**src/rtl/pi_arbiter_rr.sv**
```systemverilog
// pi_arbiter_rr: registered round-robin pi-switch arbiter for one BFT tree node.
// Routes inputs L, R, UL, UR onto outputs L, R, UL, UR with priority
// turnback > downlink > side link > uplink > void fill. Side-input ordering is
// starvation aware: the input with more recent deflections goes first, and on a
// tie a round-robin pointer decides. All outputs are registered (1-cycle latency).
// defl_vec is packed {L, R, UL, UR}, so input L is bit 3.
// Optional build macro PI_ARB_LFSR_EN: when defined, the up-port swap bit comes
// from a Galois LFSR; otherwise it is a simple toggle register.
module pi_arbiter_rr #(
    parameter int                LEVEL     = 1,
    parameter int                CNT_W     = 4,
    parameter int                LFSR_W    = 16,
    parameter logic [LFSR_W-1:0] LFSR_SEED = 16'hACE1,
    parameter logic [LFSR_W-1:0] LFSR_TAPS = 16'hB400
) (
    input  logic       clk,
    input  logic       reset,
    input  logic       en,
    input  logic [1:0] d_l,
    input  logic [1:0] d_r,
    input  logic [1:0] d_ul,
    input  logic [1:0] d_ur,
    output logic [1:0] sel_l,
    output logic [1:0] sel_r,
    output logic [1:0] sel_ul,
    output logic [1:0] sel_ur,
    output logic [3:0] defl_vec,
    output logic       swap
);

    // direction requests
    localparam logic [1:0] D_VOID  = 2'b00;
    localparam logic [1:0] D_LEFT  = 2'b01;
    localparam logic [1:0] D_RIGHT = 2'b10;
    localparam logic [1:0] D_UP    = 2'b11;
    // mux selects (which input drives an output)
    localparam logic [1:0] S_LEFT  = 2'b01;
    localparam logic [1:0] S_RIGHT = 2'b10;
    localparam logic [1:0] S_UPL   = 2'b11;
    localparam logic [1:0] S_UPR   = 2'b00;
    // internal port slots; input i's "own" slot is slot i
    localparam logic [1:0] P_L  = 2'd0;
    localparam logic [1:0] P_R  = 2'd1;
    localparam logic [1:0] P_U1 = 2'd2;
    localparam logic [1:0] P_U2 = 2'd3;
    localparam logic [3:0][1:0] ICODE = {S_UPR, S_UPL, S_RIGHT, S_LEFT};
    localparam logic [CNT_W-1:0] CNT_MAX = '1;

    if (LEVEL < 0 || CNT_W < 1 || LFSR_W < 2 || LFSR_TAPS == '0 ||
        $bits(LFSR_SEED) != LFSR_W) begin : g_param_check
        $error("pi_arbiter_rr: illegal parameter set");
    end

    logic [CNT_W-1:0] cnt_l, cnt_r;
    logic             rr_ptr;
    logic             swap_cur;
    logic             up_active;
    logic [3:0][1:0]  din;
    logic [3:0][1:0]  psel;
    logic [3:0]       pfree;
    logic [3:0]       defl;
    logic             ul_down;
    logic [1:0]       ul_tgt, tgt, si, dst, cand;
    logic             first_r, s, got;
    logic [1:0]       want;

    assign din = {d_ur, d_ul, d_r, d_l};

    // Fallback slot order for a side input s (0=L, 1=R) in the side-link or uplink phase.
    function automatic logic [1:0] fb_port(input logic uplink, input logic sd, input logic [1:0] j);
        logic [1:0] own, opp;
        own = {1'b0, sd};
        opp = {1'b0, ~sd};
        if (!uplink) begin
            case (j)
                2'd0:    fb_port = opp;
                2'd1:    fb_port = own;
                2'd2:    fb_port = P_U1;
                default: fb_port = P_U2;
            endcase
        end else begin
            case (j)
                2'd0:    fb_port = P_U1;
                2'd1:    fb_port = P_U2;
                2'd2:    fb_port = own;
                default: fb_port = opp;
            endcase
        end
    endfunction

    // Allocation: fill slots phase by phase; every input ends up in exactly one slot.
    always_comb begin
        psel    = '0;
        pfree   = 4'b1111;
        defl    = '0;
        ul_down = 1'b0;
        ul_tgt  = '0;
        tgt     = '0;
        s       = 1'b0;
        si      = '0;
        want    = '0;
        got     = 1'b0;
        dst     = '0;
        cand    = '0;

        // turnback
        if (d_l == D_LEFT)  begin psel[P_L]  = S_LEFT;  pfree[P_L]  = 1'b0; end
        if (d_r == D_RIGHT) begin psel[P_R]  = S_RIGHT; pfree[P_R]  = 1'b0; end
        if (d_ul == D_UP)   begin psel[P_U1] = S_UPL;   pfree[P_U1] = 1'b0; end
        if (d_ur == D_UP)   begin psel[P_U2] = S_UPR;   pfree[P_U2] = 1'b0; end

        // downlinks: UL resolves first, so it wins a shared side port
        if (d_ul == D_LEFT || d_ul == D_RIGHT) begin
            ul_tgt = (d_ul == D_LEFT) ? P_L : P_R;
            if (pfree[ul_tgt]) begin
                psel[ul_tgt]  = S_UPL;
                pfree[ul_tgt] = 1'b0;
                ul_down       = 1'b1;
            end else begin
                psel[P_U1]  = S_UPL;
                pfree[P_U1] = 1'b0;
                defl[2]     = 1'b1;
            end
        end
        if (d_ur == D_LEFT || d_ur == D_RIGHT) begin
            tgt = (d_ur == D_LEFT) ? P_L : P_R;
            if (pfree[tgt]) begin
                psel[tgt]  = S_UPR;
                pfree[tgt] = 1'b0;
            end else if (ul_down && ul_tgt == tgt) begin
                // lost the port to UL; UL is not going up, so u1 is free
                psel[P_U1]  = S_UPR;
                pfree[P_U1] = 1'b0;
                defl[3]     = 1'b1;
            end else begin
                psel[P_U2]  = S_UPR;
                pfree[P_U2] = 1'b0;
                defl[3]     = 1'b1;
            end
        end

        // side links (ph=0) then uplinks (ph=1); the starved side goes first
        first_r = (cnt_r > cnt_l) || ((cnt_r == cnt_l) && rr_ptr);
        for (int ph = 0; ph < 2; ph++) begin
            for (int k = 0; k < 2; k++) begin
                s    = first_r ^ k[0];
                si   = {1'b0, s};
                want = s ? d_r : d_l;
                if ((ph == 0 && want == (s ? D_LEFT : D_RIGHT)) || (ph == 1 && want == D_UP)) begin
                    got = 1'b0;
                    dst = '0;
                    for (int j = 0; j < 4; j++) begin
                        cand = fb_port(ph[0], s, 2'(j));
                        if (!got && pfree[cand]) begin
                            psel[cand]  = ICODE[si];
                            pfree[cand] = 1'b0;
                            dst         = cand;
                            got         = 1'b1;
                        end
                    end
                    defl[si] = (ph == 0) ? (dst != {1'b0, ~s}) : !dst[1];
                end
            end
        end

        up_active = ~(pfree[P_U1] & pfree[P_U2]);

        // void fill: own slot if still free, otherwise the first free slot
        for (int i = 0; i < 4; i++) begin
            if (din[i] == D_VOID) begin
                got = 1'b0;
                if (pfree[2'(i)]) begin
                    psel[2'(i)]  = ICODE[i];
                    pfree[2'(i)] = 1'b0;
                    got          = 1'b1;
                end
                for (int j = 0; j < 4; j++) begin
                    if (!got && pfree[2'(j)]) begin
                        psel[2'(j)]  = ICODE[i];
                        pfree[2'(j)] = 1'b0;
                        got          = 1'b1;
                    end
                end
            end
        end
    end

`ifdef PI_ARB_LFSR_EN
    localparam logic [LFSR_W-1:0] LFSR_INIT =
        (LFSR_SEED == '0) ? {{(LFSR_W-1){1'b0}}, 1'b1} : LFSR_SEED;
    localparam logic SWAP_INIT = LFSR_INIT[0];
    logic [LFSR_W-1:0] lfsr;

    // Galois LFSR, stepped only on cycles that actually use an up slot
    always_ff @(posedge clk) begin
        if (reset)
            lfsr <= LFSR_INIT;
        else if (en && up_active)
            lfsr <= lfsr[0] ? ((lfsr >> 1) ^ LFSR_TAPS) : (lfsr >> 1);
    end
    assign swap_cur = lfsr[0];
`else
    localparam logic SWAP_INIT = 1'b1;
    logic tog;

    // toggle swap source, flipped only on cycles that actually use an up slot
    always_ff @(posedge clk) begin
        if (reset)
            tog <= 1'b1;
        else if (en && up_active)
            tog <= ~tog;
    end
    assign swap_cur = tog;
`endif

    // output registers, fairness counters and round-robin pointer
    always_ff @(posedge clk) begin
        if (reset) begin
            sel_l    <= S_LEFT;
            sel_r    <= S_RIGHT;
            sel_ul   <= S_UPL;
            sel_ur   <= S_UPR;
            defl_vec <= '0;
            swap     <= SWAP_INIT;
            cnt_l    <= '0;
            cnt_r    <= '0;
            rr_ptr   <= 1'b0;
        end else if (en) begin
            sel_l    <= psel[P_L];
            sel_r    <= psel[P_R];
            sel_ul   <= swap_cur ? psel[P_U1] : psel[P_U2];
            sel_ur   <= swap_cur ? psel[P_U2] : psel[P_U1];
            defl_vec <= {defl[0], defl[1], defl[2], defl[3]};
            swap     <= swap_cur;
            cnt_l    <= defl[0] ? ((cnt_l == CNT_MAX) ? cnt_l : cnt_l + 1'b1) : '0;
            cnt_r    <= defl[1] ? ((cnt_r == CNT_MAX) ? cnt_r : cnt_r + 1'b1) : '0;
            if (defl[0] | defl[1])
                rr_ptr <= ~rr_ptr;
        end
    end

endmodule
```
**config.mk**
```make
export PLATFORM = sky130hd
export DESIGN_NAME = pi_arbiter_rr
export DESIGN_NICKNAME = d
export VERILOG_FILES = /design/src/rtl/pi_arbiter_rr.sv
export SDC_FILE = /design/constraint.sdc
export NUM_CORES = 1
export LEC_CHECK = 0
export ABC_AREA = 1
export BUFFER_PORTS_ARGS = -buffer_cell sky130_fd_sc_hd__clkbuf_2
export CAP_MARGIN = 20
export CORE_ASPECT_RATIO = 1.75
export CORE_MARGIN = 3
export CORE_UTILIZATION = 35
export CTS_CLUSTER_SIZE = 24
export DETAILED_ROUTE_END_ITERATION = 10
export PLACE_DENSITY = 0.53
export SYNTH_ARGS = -nofsm -noshare
export SYNTH_HDL_FRONTEND = slang
export SYNTH_SLANG_ARGS = --single-unit
```
**constraint.sdc**
```tcl
create_clock -name clk -period 3 [get_ports clk]
set_clock_uncertainty 0.1 [all_clocks]
set_input_delay 0.15 -clock clk [delete_from_list [all_inputs] [get_ports clk]]
set_output_delay 0.15 -clock clk [all_outputs]
set_load 0.05 [all_outputs]
```
==> impl_metrics.yaml <==
outcome:
  outcome: "finished with violations"
  violations: "setup timing"
timing:
  tightest_slew_ns: 0.4913
  period_share_pct: 101.9
  setup_slack_ns: -0.05713
  maxSlewHeadroom_pct: 67.13
  period_needed_ns: 3.057
  finalSetupViolCount: 6
  timing.fmax_mhz: 327.1
  hold_ws_ns: 0.2179
  hold_viol_final: 0
  rsz0062_at_grt: "true"
  tns_ns: -0.1352
  finalMaxSlewViolations: 0
routing:
  drt_wl_total_um: 7176
  drt-initial-drc-count: 153
  ant_nets: 0
  vias: 2597
  first_pass_iters: 4
  drc: 0
  wire_per_inst_um: 13.80
  routed_via_density: 4.994
setup_path:
  max_stage_delay_ns: 0.34
  worstSetupStartpointType: "flip-flop"
  cp_slowest_cell: "dfxtp_2"
  crit_type: "reg2reg"
  cp.required_ns: 3.11
  worstSetupEndpointType: "flip-flop"
  path_max_fanout: 6
  path_buf_inv: 2
  arrival_ns: 3.17
  crit_family: "simple AND/OR/NAND/NOR gates"
  path_common_cell: "nand2_4"
clocking:
  postCtsHoldBufs: 0
  cts.htree.levels: 1
  clk_root_buffer_cell: "clkbuf_8"
  clkSlewWorstSetupHoldPaths_ns: 0.08
  cts_tree: "yes"
  cts-buffers-inserted: 3
  clock_latency_ns: 0.28
  cts_sinks: 23
  cts_max_path_buffers: 2
synthesis:
  ys_top_cells_by_count: "nand2_1, inv_1, nor2_1, nand3_1, dfxtp_1"
  netlist_area_um2: 2282
  yosysWarnings: 0
  syn_inst: 364
  synth_flop_cell: "dfxtp_1"
  async_flop_share_pct: 0
  synth_area_per_cell_um2: 6.270
  synth-edff-count: 0
  yosys.area.top_type_share_pct: 20.18
  seq_area_frac_synth_pct: 20.18
  ys_ff_latch: 23
  yosysUniqueCellTypes: 40
  synth_nets: 387
  synth.top_cells.by_area: "dfxtp_1, nand2_1, inv_1, nand3_1, ha_1"
  yosysTopAreaCell: "dfxtp_1"
  synth.most_common_cell: "nand2_1"
layout:
  final_area_um2: 3182
  multi_input_area_um2: 1800
  seqCellArea_um2: 466.7
  area_delta_synth_final_pct: 39.42
  fin_nets: 464
  drive_above_1_share_pct: 38.86
  fillers: 663
  antenna_cells: 0
global_route:
  grt_overflow: 0
  grt_use_met1_pct: 19.02
  grt_usage_pct: 19.08
  grt_pass1_wl_um: 11200
  met3_usage_pct: 1.092
  grt_max_degree: 21
  grtUsageMet2_pct: 35.94
  busiest_layer: "met2"
  antenna_found_initial: 0
  grt_pass1_vias: 2455
job:
  maxCapViolations: 0
place:
  hpwl_um: 5727
  pre_cts_ws_ns: -0.02720
  place_area_um2: 2796
  port_buffers: 23
  gp_congestion: 0.9434
min_path:
  holdCritPathClass: "in2reg"
floorplanning:
  floorplan.initialDensity_pct: 36.36
  die_x_um: 67.04
  pin_count: 24
  die_h_um: 112.8
  core_um2: 6276
  die_area_um2: 7563
  rows: 38
pwr:
  leakage_nw: 1.536
  p_per_area_nw_per_um2: 977.6
  ir_worst_vdd_uv: 405.7
## report_power, final
part	leakage (nW)	switching [mW]	internal (mW)
Clock	0.0228	0.107	0.0953
Combinational	1.32	1.55	0.965
Sequential	0.191	0.0343	0.361
## logic make-up (layout without fill, tap and decap cells)
group | count (synthesis) | after routing | share of synthesized area (%)
DFF | 23 | 23 | 20.18
and+or+nand+nor | 199 | 200 | 44.08
AOI/OAI and AO/OA | 63 | 63 | 17.49
buffers and inverters | 65 | 140 | 10.91
xor gates and xnor gates | 2 | 2 | 0.7677
adders and majority gates | 12 | 12 | 6.579
## layout make-up
| class | count | area share, % |
|---|---|---|
| multi-input cells | 277 | 56.59 |
| flip-flops and latches | 23 | 14.67 |
| clock buffers | 4 | 1.416 |
| repair buffers | 78 | 17.11 |
| inverters | 58 | 7.078 |
| well taps | 80 | 3.146 |
## worst register-to-register path: stages, from the launching register on
cell	delay, ns
dfxtp_2	0.34
inv_2	0.04
ha_4	0.27
nand2_4	0.05
nor2_4	0.15
nor2_4	0.05
nand2_4	0.13
nand2_8	0.09
nand2_4	0.08
nand2_4	0.07
nor2_8	0.19
nand2_2	0.07
nand2_2	0.07
nand2_2	0.07
nor2_2	0.14
nand2_2	0.09
nand2_4	0.09
inv_2	0.05
nand2_4	0.08
nand2_4	0.07
nor2_4	0.12
nand4_4	0.13
nand2_2	0.11
nand3_1	0.07
nand2_1	0.09
nand2_1	0.06
a21oi_2	0.14
## per-layer routing
| layer | up-vias | wire (um) |
|---|---|---|
| met4 | 0 | 384 |
| met1 | 1186 | 2621 |
| met2 | 47 | 4023 |
| met3 | 18 | 147 |
| li1 | 1346 | - |
| met5 | - | 0 |
## registers in the layout (all words and copies together), names as in the netlist, 2 cells and up
register / flops
cnt_l: 4
cnt_r: 4
defl_vec: 4
sel_ur: 2
sel_ul: 2
sel_r: 2
sel_l: 2
## stage by stage
| step | util, % | std cells | total power [mW] |
|---|---|---|---|
| after global routing | 50.70 | 520 | 3.376 |
| after global placement | 44.56 | 504 | 2.472 |
| after detailed placement | 44.56 | 504 | 2.472 |
| final | 50.70 | 520 | 3.111 |
| after floorplan | - | 364 | 1.758 |
| after CTS | 46.03 | 510 | 2.736 |
## path summary, 6_finish.rpt
check                        startpoint               endpoint  slack [ns]  cells past startpoint
hold reg to reg       swap$_SDFFE_PP1P_      swap$_SDFFE_PP1P_        0.36                      2
hold / removal                    reset  sel_r[0]$_SDFFE_PP0P_        0.22                      2
setup reg to reg  cnt_r[0]$_SDFFE_PP0P_  sel_r[0]$_SDFFE_PP0P_       -0.06                     26
setup / recovery  cnt_r[0]$_SDFFE_PP0P_  sel_r[0]$_SDFFE_PP0P_       -0.06                     26
## repair_timing
| item | in CTS | in global routing |
|---|---|---|
| endpoints found under the setup margin | 6 | 19 |
| cloned | 0 | 1 |
| setup buffers | 2 | 9 |
| pin swaps | 2 | 31 |
| resized for setup | 9 | 54 |
## placed cells by master (no fill, tap or decap), types with 2 or more instances in the layout
cell type | Yosys | final
nand4_1 | 8 | 8
buf_4 | 1 | 53
and2_1 | 2 | 2
dfxtp_2 | 0 | 5
nand3_1 | 34 | 29
o21ai_0 | 10 | 7
ha_1 | 12 | 8
nor2_2 | 7 | 7
nor2_1 | 36 | 32
dfxtp_1 | 23 | 18
nand2_1 | 76 | 69
ha_4 | 0 | 4
nand2_2 | 15 | 11
a31oi_1 | 6 | 6
o21ai_1 | 6 | 8
nand2_4 | 11 | 22
a21oi_1 | 20 | 17
o21ai_2 | 1 | 2
o221ai_1 | 3 | 2
xor2_1 | 2 | 2
nor2_4 | 1 | 5
nand3_2 | 0 | 5
inv_4 | 0 | 3
clkbuf_2 | 0 | 23
o211ai_1 | 6 | 6
inv_2 | 6 | 12
clkbuf_8 | 0 | 3
a21oi_2 | 4 | 7
nor3_1 | 3 | 3
inv_1 | 51 | 43
No activity file was read; power rests on OpenSTA's default activity.
